[src/rtl/chronologic_pkg.sv]
// Shared types and helpers for the chronologic pulse-duration checker.
package chronologic_pkg;

  typedef enum logic [1:0] {
    WAIT_LOW,
    IDLE,
    RUN,
    OVERRUN
  } chron_state_e;

  typedef enum logic [1:0] {
    NONE,
    PASS,
    SHORT,
    LONG
  } chron_verdict_e;

  // Width able to hold run lengths 0 .. max+1 (max+1 marks an overrun).
  function automatic int unsigned len_width(input int unsigned max);
    return $clog2(max + 2);
  endfunction

endpackage

[src/rtl/chronologic_sat_cnt.sv]
// Saturating up-counter with synchronous clear; clear wins over increment.
module chronologic_sat_cnt #(
  parameter int unsigned W = 16
) (
  input  logic         clk,
  input  logic         rst_n,
  input  logic         inc,
  input  logic         clr,
  output logic [W-1:0] count
);

  always_ff @(posedge clk or posedge rst_n) begin
    if (rst_n) begin
      count <= '0;
    end else if (clr) begin
      count <= '0;
    end else if (inc && (count != '1)) begin
      count <= count + 1'b1;
    end
  end

endmodule

[src/rtl/chronologic.sv]
// Measures each high run of sig_i and issues a registered pass/short/long
// verdict pulse, the judged length, and saturating pass/fail tallies.
module chronologic
  import chronologic_pkg::*;
#(
  parameter int unsigned MIN_HIGH = 2,
  parameter int unsigned MAX_HIGH = 6,
  parameter int unsigned CNT_W    = 16
) (
  input  logic                              clk,
  input  logic                              rst_n,
  input  logic                              sig_i,
  input  logic                              cnt_clr_i,
  output logic                              pass_o,
  output logic                              fail_short_o,
  output logic                              fail_long_o,
  output logic [len_width(MAX_HIGH)-1:0]    last_len_o,
  output logic                              busy_o,
  output logic [CNT_W-1:0]                  pass_count_o,
  output logic [CNT_W-1:0]                  fail_count_o
);

  localparam int unsigned LW = len_width(MAX_HIGH);
  localparam logic [LW-1:0] MIN_L  = LW'(MIN_HIGH);
  localparam logic [LW-1:0] MAX_L  = LW'(MAX_HIGH);
  localparam logic [LW-1:0] OVER_L = LW'(MAX_HIGH + 1);

  generate
    if (MIN_HIGH < 1 || MAX_HIGH < MIN_HIGH) begin : g_bad_params
      $fatal(1, "chronologic: illegal MIN_HIGH/MAX_HIGH");
    end
  endgenerate

  chron_state_e   state_q, state_d;
  chron_verdict_e verdict_d;
  logic [LW-1:0]  run_cnt_q, run_cnt_d;
  logic [LW-1:0]  last_len_d;
  logic           busy_d;

  always_comb begin
    state_d    = state_q;
    run_cnt_d  = run_cnt_q;
    last_len_d = last_len_o;
    verdict_d  = NONE;
    unique case (state_q)
      WAIT_LOW: begin
        if (!sig_i) state_d = IDLE;
      end
      IDLE: begin
        if (sig_i) begin
          state_d   = RUN;
          run_cnt_d = LW'(1);
        end
      end
      RUN: begin
        if (sig_i) begin
          if (run_cnt_q < MAX_L) begin
            run_cnt_d = run_cnt_q + 1'b1;
          end else begin
            verdict_d  = LONG;
            last_len_d = OVER_L;
            state_d    = OVERRUN;
            run_cnt_d  = '0;
          end
        end else begin
          last_len_d = run_cnt_q;
          verdict_d  = (run_cnt_q >= MIN_L) ? PASS : SHORT;
          state_d    = IDLE;
          run_cnt_d  = '0;
        end
      end
      OVERRUN: begin
        if (!sig_i) state_d = IDLE;
      end
      default: state_d = WAIT_LOW;
    endcase
    busy_d = (state_d == RUN) || (state_d == OVERRUN);
  end

  always_ff @(posedge clk or posedge rst_n) begin
    if (rst_n) begin
      state_q      <= WAIT_LOW;
      run_cnt_q    <= '0;
      last_len_o   <= '0;
      busy_o       <= 1'b0;
      pass_o       <= 1'b0;
      fail_short_o <= 1'b0;
      fail_long_o  <= 1'b0;
    end else begin
      state_q      <= state_d;
      run_cnt_q    <= run_cnt_d;
      last_len_o   <= last_len_d;
      busy_o       <= busy_d;
      pass_o       <= (verdict_d == PASS);
      fail_short_o <= (verdict_d == SHORT);
      fail_long_o  <= (verdict_d == LONG);
    end
  end

  // Tallies count the verdict being registered this edge, so they move with the pulse.
  chronologic_sat_cnt #(.W(CNT_W)) u_pass_cnt (
    .clk   (clk),
    .rst_n (rst_n),
    .inc   (verdict_d == PASS),
    .clr   (cnt_clr_i),
    .count (pass_count_o)
  );

  chronologic_sat_cnt #(.W(CNT_W)) u_fail_cnt (
    .clk   (clk),
    .rst_n (rst_n),
    .inc   ((verdict_d == SHORT) || (verdict_d == LONG)),
    .clr   (cnt_clr_i),
    .count (fail_count_o)
  );

endmodule

[config.mk]
export PLATFORM = sky130hd
export DESIGN_NAME = chronologic
export DESIGN_NICKNAME = d
export VERILOG_FILES = /design/src/rtl/chronologic_pkg.sv /design/src/rtl/chronologic_sat_cnt.sv /design/src/rtl/chronologic.sv
export SDC_FILE = /design/constraint.sdc
export NUM_CORES = 1
export LEC_CHECK = 0
export ABC_AREA = 1
export CAP_MARGIN = 40
export CORE_UTILIZATION = 53
export CTS_CLUSTER_DIAMETER = 100
export DETAILED_ROUTE_END_ITERATION = 10
export PLACE_DENSITY = 0.78
export SYNTH_ARGS = -nofsm -noshare
export SYNTH_HDL_FRONTEND = slang
export SYNTH_SLANG_ARGS = --single-unit
[constraint.sdc]
create_clock -name clk -period 2.29 [get_ports clk]
set_clock_uncertainty 0.2 [all_clocks]
set_input_delay 0.3435 -clock clk [delete_from_list [all_inputs] [get_ports clk]]
set_output_delay 0.3435 -clock clk [all_outputs]
set_load 0.02 [all_outputs]
* Word-level counts from Yosys, hierarchy flattened
Index checks and enable logic that the tools add are counted.
** Word-level totals
- Logic and storage cells :: 56
- Input bits :: 4
- ROM bits :: 0
- Bits in latches :: 0
- Memories :: 0
- Bits in writable memories :: 0
- Bits in registers :: 44
- Output and inout bits :: 39
** Operators by class
- Reductions and logical operators :: 11
- Magnitude comparators :: 2
- Shifts and indexed selects :: 0
- Divide/modulo/power cells :: 0
- Add/subtract/negate cells :: 3
- Bitwise logic cells :: 0
- Multipliers :: 0
- Multiplexer cells :: 19
- Equality and inequality tests :: 12
** Operators by type and width (count)
- 16-bit two-way mux :: 4
- 16-bit by 1-bit adder with 16-bit output (second input constant) :: 2
- 16-bit inequality test (second input constant) :: 2
- 2-bit two-way mux :: 8
- 3-bit two-way mux :: 5
- 2-bit == test (second input constant) :: 6
- 2-bit one-hot mux with 3 select lines :: 1
- 3-bit one-hot mux with 2 select lines :: 1
- 2-bit nonzero test :: 3
- 2-bit by 1-bit == test with 1-bit output (second input constant) :: 2
- 2-bit inequality test (second input constant) :: 2
- 2-bit AND reduction :: 2
- 3-bit by 1-bit adder with 3-bit output (second input constant) :: 1
- 3-bit by 2-bit >= comparator with 1-bit output (second input constant) :: 1
- 3-bit less-than comparator (second input constant) :: 1
- 1-bit logical AND :: 2
- 2-bit logical NOT :: 1
- 1-bit logical OR :: 2
- 2-bit OR reduction :: 1

* Logic depth before layout (Yosys ltp)
- Depth after elaboration :: 9
- Depth in mapped cells :: 10
- Mapped depth without buffers :: 9

* Hierarchy
From an unflattened synthesis, not the netlist that was laid out.
** Second synthesis, totals
- Cell total of the unflattened synthesis :: 394
- Area total of the unflattened synthesis :: 2773.9 um^2
** Modules (own cells, without submodules)
- chronologic_sat_cnt (u_pass_cnt) :: area an instance 1083.5 um^2, sequential area each 400.4 um^2, times used 1, cells each 159
- chronologic_sat_cnt (u_fail_cnt) :: area an instance 1081.0 um^2, sequential area each 400.4 um^2, times used 1, cells each 161
- chronologic :: area an instance 609.3 um^2, sequential area each 275.3 um^2, times used 1, cells each 74

* Least setup slack after synthesis
OpenSTA, ideal clock, no wires.
- Path type :: register -> register
- Start point :: reg u_pass_cnt.count[1]
- End point :: reg u_pass_cnt.count[2]
- Period minus slack after synthesis :: 1.797 ns
- Cell stages (with the launch flop) :: 11
- Setup time :: 0.066 ns
- Data required time :: 2.024 ns
- Path buffers :: 1
- Slack :: 0.493 ns
- Arrival time :: 1.532 ns
- Path through :: dfrtp_1 > ha_1 > nand3_1 > inv_2 > nand2_2 > nor2_4 > nor2_4 > nor2_4 > buf_6 > nand2_1 > nand2_1
** Between the ends
- Word-level cells in the longest chain between the ends :: 3
- Elaborated cells on any way between the ends :: 6
- Those cells by class :: add/sub: 1; eq/ne: 1; mux: 2; reduce/logical: 2
** RTL lines
- start, declared :: line chronologic_sat_cnt.sv:9 : output logic [W-1:0] count
- start signal, assigned :: line chronologic_sat_cnt.sv:18 : count <= count + 1'b1;
- 16-bit by 1-bit adder with 16-bit output / 16-bit inequality test (equally long branches) :: line chronologic_sat_cnt.sv:18, chronologic_sat_cnt.sv:17
- 16-bit two-way mux / 1-bit logical AND (equally long branches) :: line chronologic_sat_cnt.sv:17 : end else if (inc && (count != '1)) begin
- 16-bit two-way mux / 2-bit nonzero test (equally long branches)
Several ways; a longest one is shown, not always the timed one. The select of a mux whose other input is x is not followed.
A chain may end at the register's enable or synchronous reset.

* Final worst setup path
- Start point :: reg u_pass_cnt.count[12]
- End point :: out pass_count_o[12]
** RTL lines
- end, declared :: line chronologic.sv:19 : output logic [CNT_W-1:0] pass_count_o,
No word-level cell between the ends.

==> summary.md <==
| Metric | Value |
|---|---|
| Synth area leader | `dfrtp_1` |
| Clock root buffer master | `clkbuf_8` |
| Starting Density | `55.4%` |
| Post-route cell area | `3250 sq um` |
| WL met3 | `226 um` |
| # IOs | `43` |
| Sequential share of power | `45.7%` |
| Worst endpoint required time | `1750 ps` |
| # fillers | `407` |
| Pre-CTS setup slack | `227 ps` |
| DRT Pass-1 Iters | `4` |
| Initial antenna violation count | `0` |
| Worst path slowest cell | `clkdlybuf4s50_1` |
| Internal reg-to-reg setup slack | `360 ps` |
| Final worst-path cycle share | `86.2%` |
| Met2 wire len | `2670 um` |
| 1st-iter DRT viols | `137` |
| Total CTS buffers | `5` |
| Sink Count | `44` |
| Routed WL | `5660 um` |
| Pwr/cell area | `615 nW/um^2` |
| Main synth FF type | `dfrtp_1` |
| Global route overflow | `0` |
| Count of final hold-check violations | `0` |
| Per-cell routed wire length | `11.8 um` |
| Register bit total from synthesis | `44` |
| FP Rows | `25` |
| RSZ-0062 raised after global routing | `false` |
| Reg-to-reg endpoint | `u_fail_cnt.count[0]$_DFFE_PP0P_` |
| R2R depth | `9` |
| Yosys cell types | `25` |
| Worst path max stage delay | `650 ps` |
| Clock Latency Late Sink | `300 ps` |
| Synthesized area | `2620 sq um` |
| Status | `finished, final reports clean` |
| Ys async rst share | `100%` |
| Number of diodes | `0` |
| Complex-gate fraction of the synthesized area | `5.21%` |
| Crit path cell chain | `clkdlybuf4s50_1` |
| Top sig layer | `met4` |
| Setup TNS | `0 ps` |
| Synth top area cells | `dfrtp_1 (42%), nand2_1 (18%), nor2_1 (6.7%)` |
| Post-layout worst setup margin | `316 ps` |
| Post-Syn Instances | `360` |
| Leakage | `1.52 nW` |
| Maximum VDD drop | `0.000607 V` |
| GP Congestion | `0.844` |
| Clock buffer depth | `2` |
| Multiplexer area fraction after synthesis | `0%` |
| Post-Synth Simple-Gate Area | `40.5%` |
| F_max | `506 MHz` |
| Die area | `5220 sq um` |
| Switch Pwr | `0.000671 W` |
| Commonest cells post-synth | `nand2_1 (123), nor2_1 (47), dfrtp_1 (44), inv_1 (31), nand4_1 (24)` |
| Die Y | `72.3 um` |
| Pin count of the biggest net entering global routing | `45` |
| R2R Path Start | `state_q[0]$_DFF_PP0_` |
| Total placed instance area | `3160 sq um` |
| Die span in x | `72.3 um` |
| Hold-fix buffers, CTS | `0` |
| Pins Over Slew Limit | `0` |
| Kind of critical path | `reg2out` |
| Yosys top cell area share | `42.1%` |
| CP startpoint kind | `register` |
| H-tree levels | `2` |
| Main combinational cell family by area after synthesis | `simple AND/OR/NAND/NOR gates` |
| Post-Synth XOR/XNOR Area | `2.68%` |
| Arrival time at the worst endpoint | `1430 ps` |
| Final min period | `1970 ps` |
| Internal power | `0.00133 W` |
| Wire length of the first global-routing pass | `9230 um` |
| Post-synth EDFFs | `0` |
| Post_cts resized | `0` |
| Number of global-route vias before repair | `2,121` |
| Final Util | `68.8%` |
| Mean Syn Cell Area | `7.27 sq um` |
| Vias | `2,436` |
| Layout cell share with drive strength beyond 1 | `9.73%` |
| Count of input and output buffers | `42` |
| Combinational group share of total power | `28.7%` |
| MaxCap Viol Count | `0` |
| DP HPWL | `4170 um` |
| Worst rel slew slack | `76.9%` |
| Reg clk slew, reported paths | `90 ps` |
| Drc violations | `0` |
| Count leader, synth | `nand2_1` |
| TritonCTS clock tree | `yes` |
| Endpoint class of the critical path | `output port` |
| Met1 Routed Length | `2690 um` |
| Worst-margin pin slew | `345 ps` |
| Sw Share | `33.5%` |
| DR vias/cell | `5.10` |
| Final hold slack | `184 ps` |
| Final setup vio count | `0` |
| Core Footprint | `4720 sq um` |
| Area Overhead vs Synth | `24.2%` |
| Min-delay worst type | `in2async` |
| Post-synthesis adder-cell area fraction | `2.39%` |
| Nets@finish | `419` |
| Total GRT Usage | `22.7%` |
| Crit-path leading delay family | `buffers and inverters` |
| Seq/Total Area, Yosys | `42.1%` |
| Post-CTS setup buffer count | `0` |
| Detail Route Antenna Nets | `0` |
| Synth Warn # | `0` |
| Clock network fraction of total power | `25.6%` |
| Crit path buffers/inverters | `1` |
| Crit Path Max Fanout | `7` |
| Synthesized Nets | `369` |
## through the flow
stage | instances | total power [W]
after floorplan | 360 | 0.00131
after global placement | 470 | 0.00149
after detailed placement | 470 | 0.00150
after CTS | 478 | 0.00201
after global routing | 478 | 0.00211
final | 478 | 0.00200
## kinds of logic (layout without fill, tap and decap cells)
kind of cell	after synthesis	count (layout)
AND/OR/NAND/NOR	236	236
flip-flops	44	44
buffers and inverters	44	95
AO/OA/AOI/OAI	23	23
XOR/XNOR	8	8
adder cells (fa/ha/maj)	5	5
## registers in the layout, indices dropped and copies added, names as in the netlist
| register | cells |
|---|---|
| run_cnt_q | 3 |
| last_len_o | 3 |
| u_pass_cnt.count | 16 |
| fail_long_o | 1 |
| state_q | 2 |
| u_fail_cnt.count | 16 |
| busy_o | 1 |
| fail_short_o | 1 |
| pass_o | 1 |
## power groups by stage
| stage | clock network (W) | registers, W | logic [W] |
|---|---|---|---|
| floorplan | 0 | 0.000973 | 0.000341 |
| detailed placement | 0 | 0.000929 | 0.000573 |
| global placement | 0 | 0.000927 | 0.000562 |
| global route | 0.000549 | 0.000924 | 0.000636 |
| CTS | 0.000519 | 0.000915 | 0.000577 |
| finish | 0.000512 | 0.000915 | 0.000575 |
## layout make-up
type	instances	area [sq um]	area share, %
Timing Repair Buffer	50	505	15.5
Sequential cell	44	1100	33.9
Clock buffer	7	86.3	2.65
Tap cell	67	83.8	2.58
Clock inverter	1	7.51	0.231
Inverter	37	139	4.27
Multi-Input combinational cell	272	1330	40.9
## worst max path at each step
stage	start	endpoint	slack (ps)	depth (start not counted)
after detailed placement	sig_i	u_fail_cnt.count[0]$_DFFE_PP0P_	230	9
after floorplan	u_pass_cnt.count[1]$_DFFE_PP0P_	u_pass_cnt.count[2]$_DFFE_PP0P_	490	10
after global placement	sig_i	u_fail_cnt.count[13]$_DFFE_PP0P_	240	9
after CTS	u_pass_cnt.count[12]$_DFFE_PP0P_	pass_count_o[12]	310	1
final	u_pass_cnt.count[12]$_DFFE_PP0P_	pass_count_o[12]	320	1
after global routing	u_fail_cnt.count[1]$_DFFE_PP0P_	u_fail_cnt.count[9]$_DFFE_PP0P_	150	9
## routing by layer
layer  up-vias  track usage [%]
met5         -                0
met4         0             6.32
met3         7             4.58
met2        58             37.8
met1      1118             30.0
li1       1253                -
## placed cells by master (no fill, tap or decap)
master / Yosys / layout
nor2_2: 2 / 2
clkdlybuf4s50_1: 0 / 42
nand3_1: 21 / 21
nand2_2: 5 / 5
buf_12: 0 / 2
inv_1: 31 / 30
o22a_1: 1 / 1
nor3_1: 1 / 1
buf_4: 2 / 6
nand2_1: 123 / 123
dfrtp_1: 44 / 44
nor2_4: 7 / 7
nor2_1: 47 / 47
clkbuf_8: 0 / 6
o22ai_1: 2 / 2
nand3b_1: 1 / 1
clkinvlp_4: 0 / 1
clkbuf_1: 3 / 1
clkinv_1: 0 / 1
nand4_1: 24 / 24
a21oi_1: 3 / 3
a31oi_1: 2 / 2
or2_2: 5 / 5
o21bai_1: 4 / 4
o21ai_0: 10 / 10
xor2_1: 8 / 8
o31ai_1: 1 / 1
inv_2: 6 / 6
ha_1: 5 / 5
No activity file was read; power rests on OpenSTA's default activity.
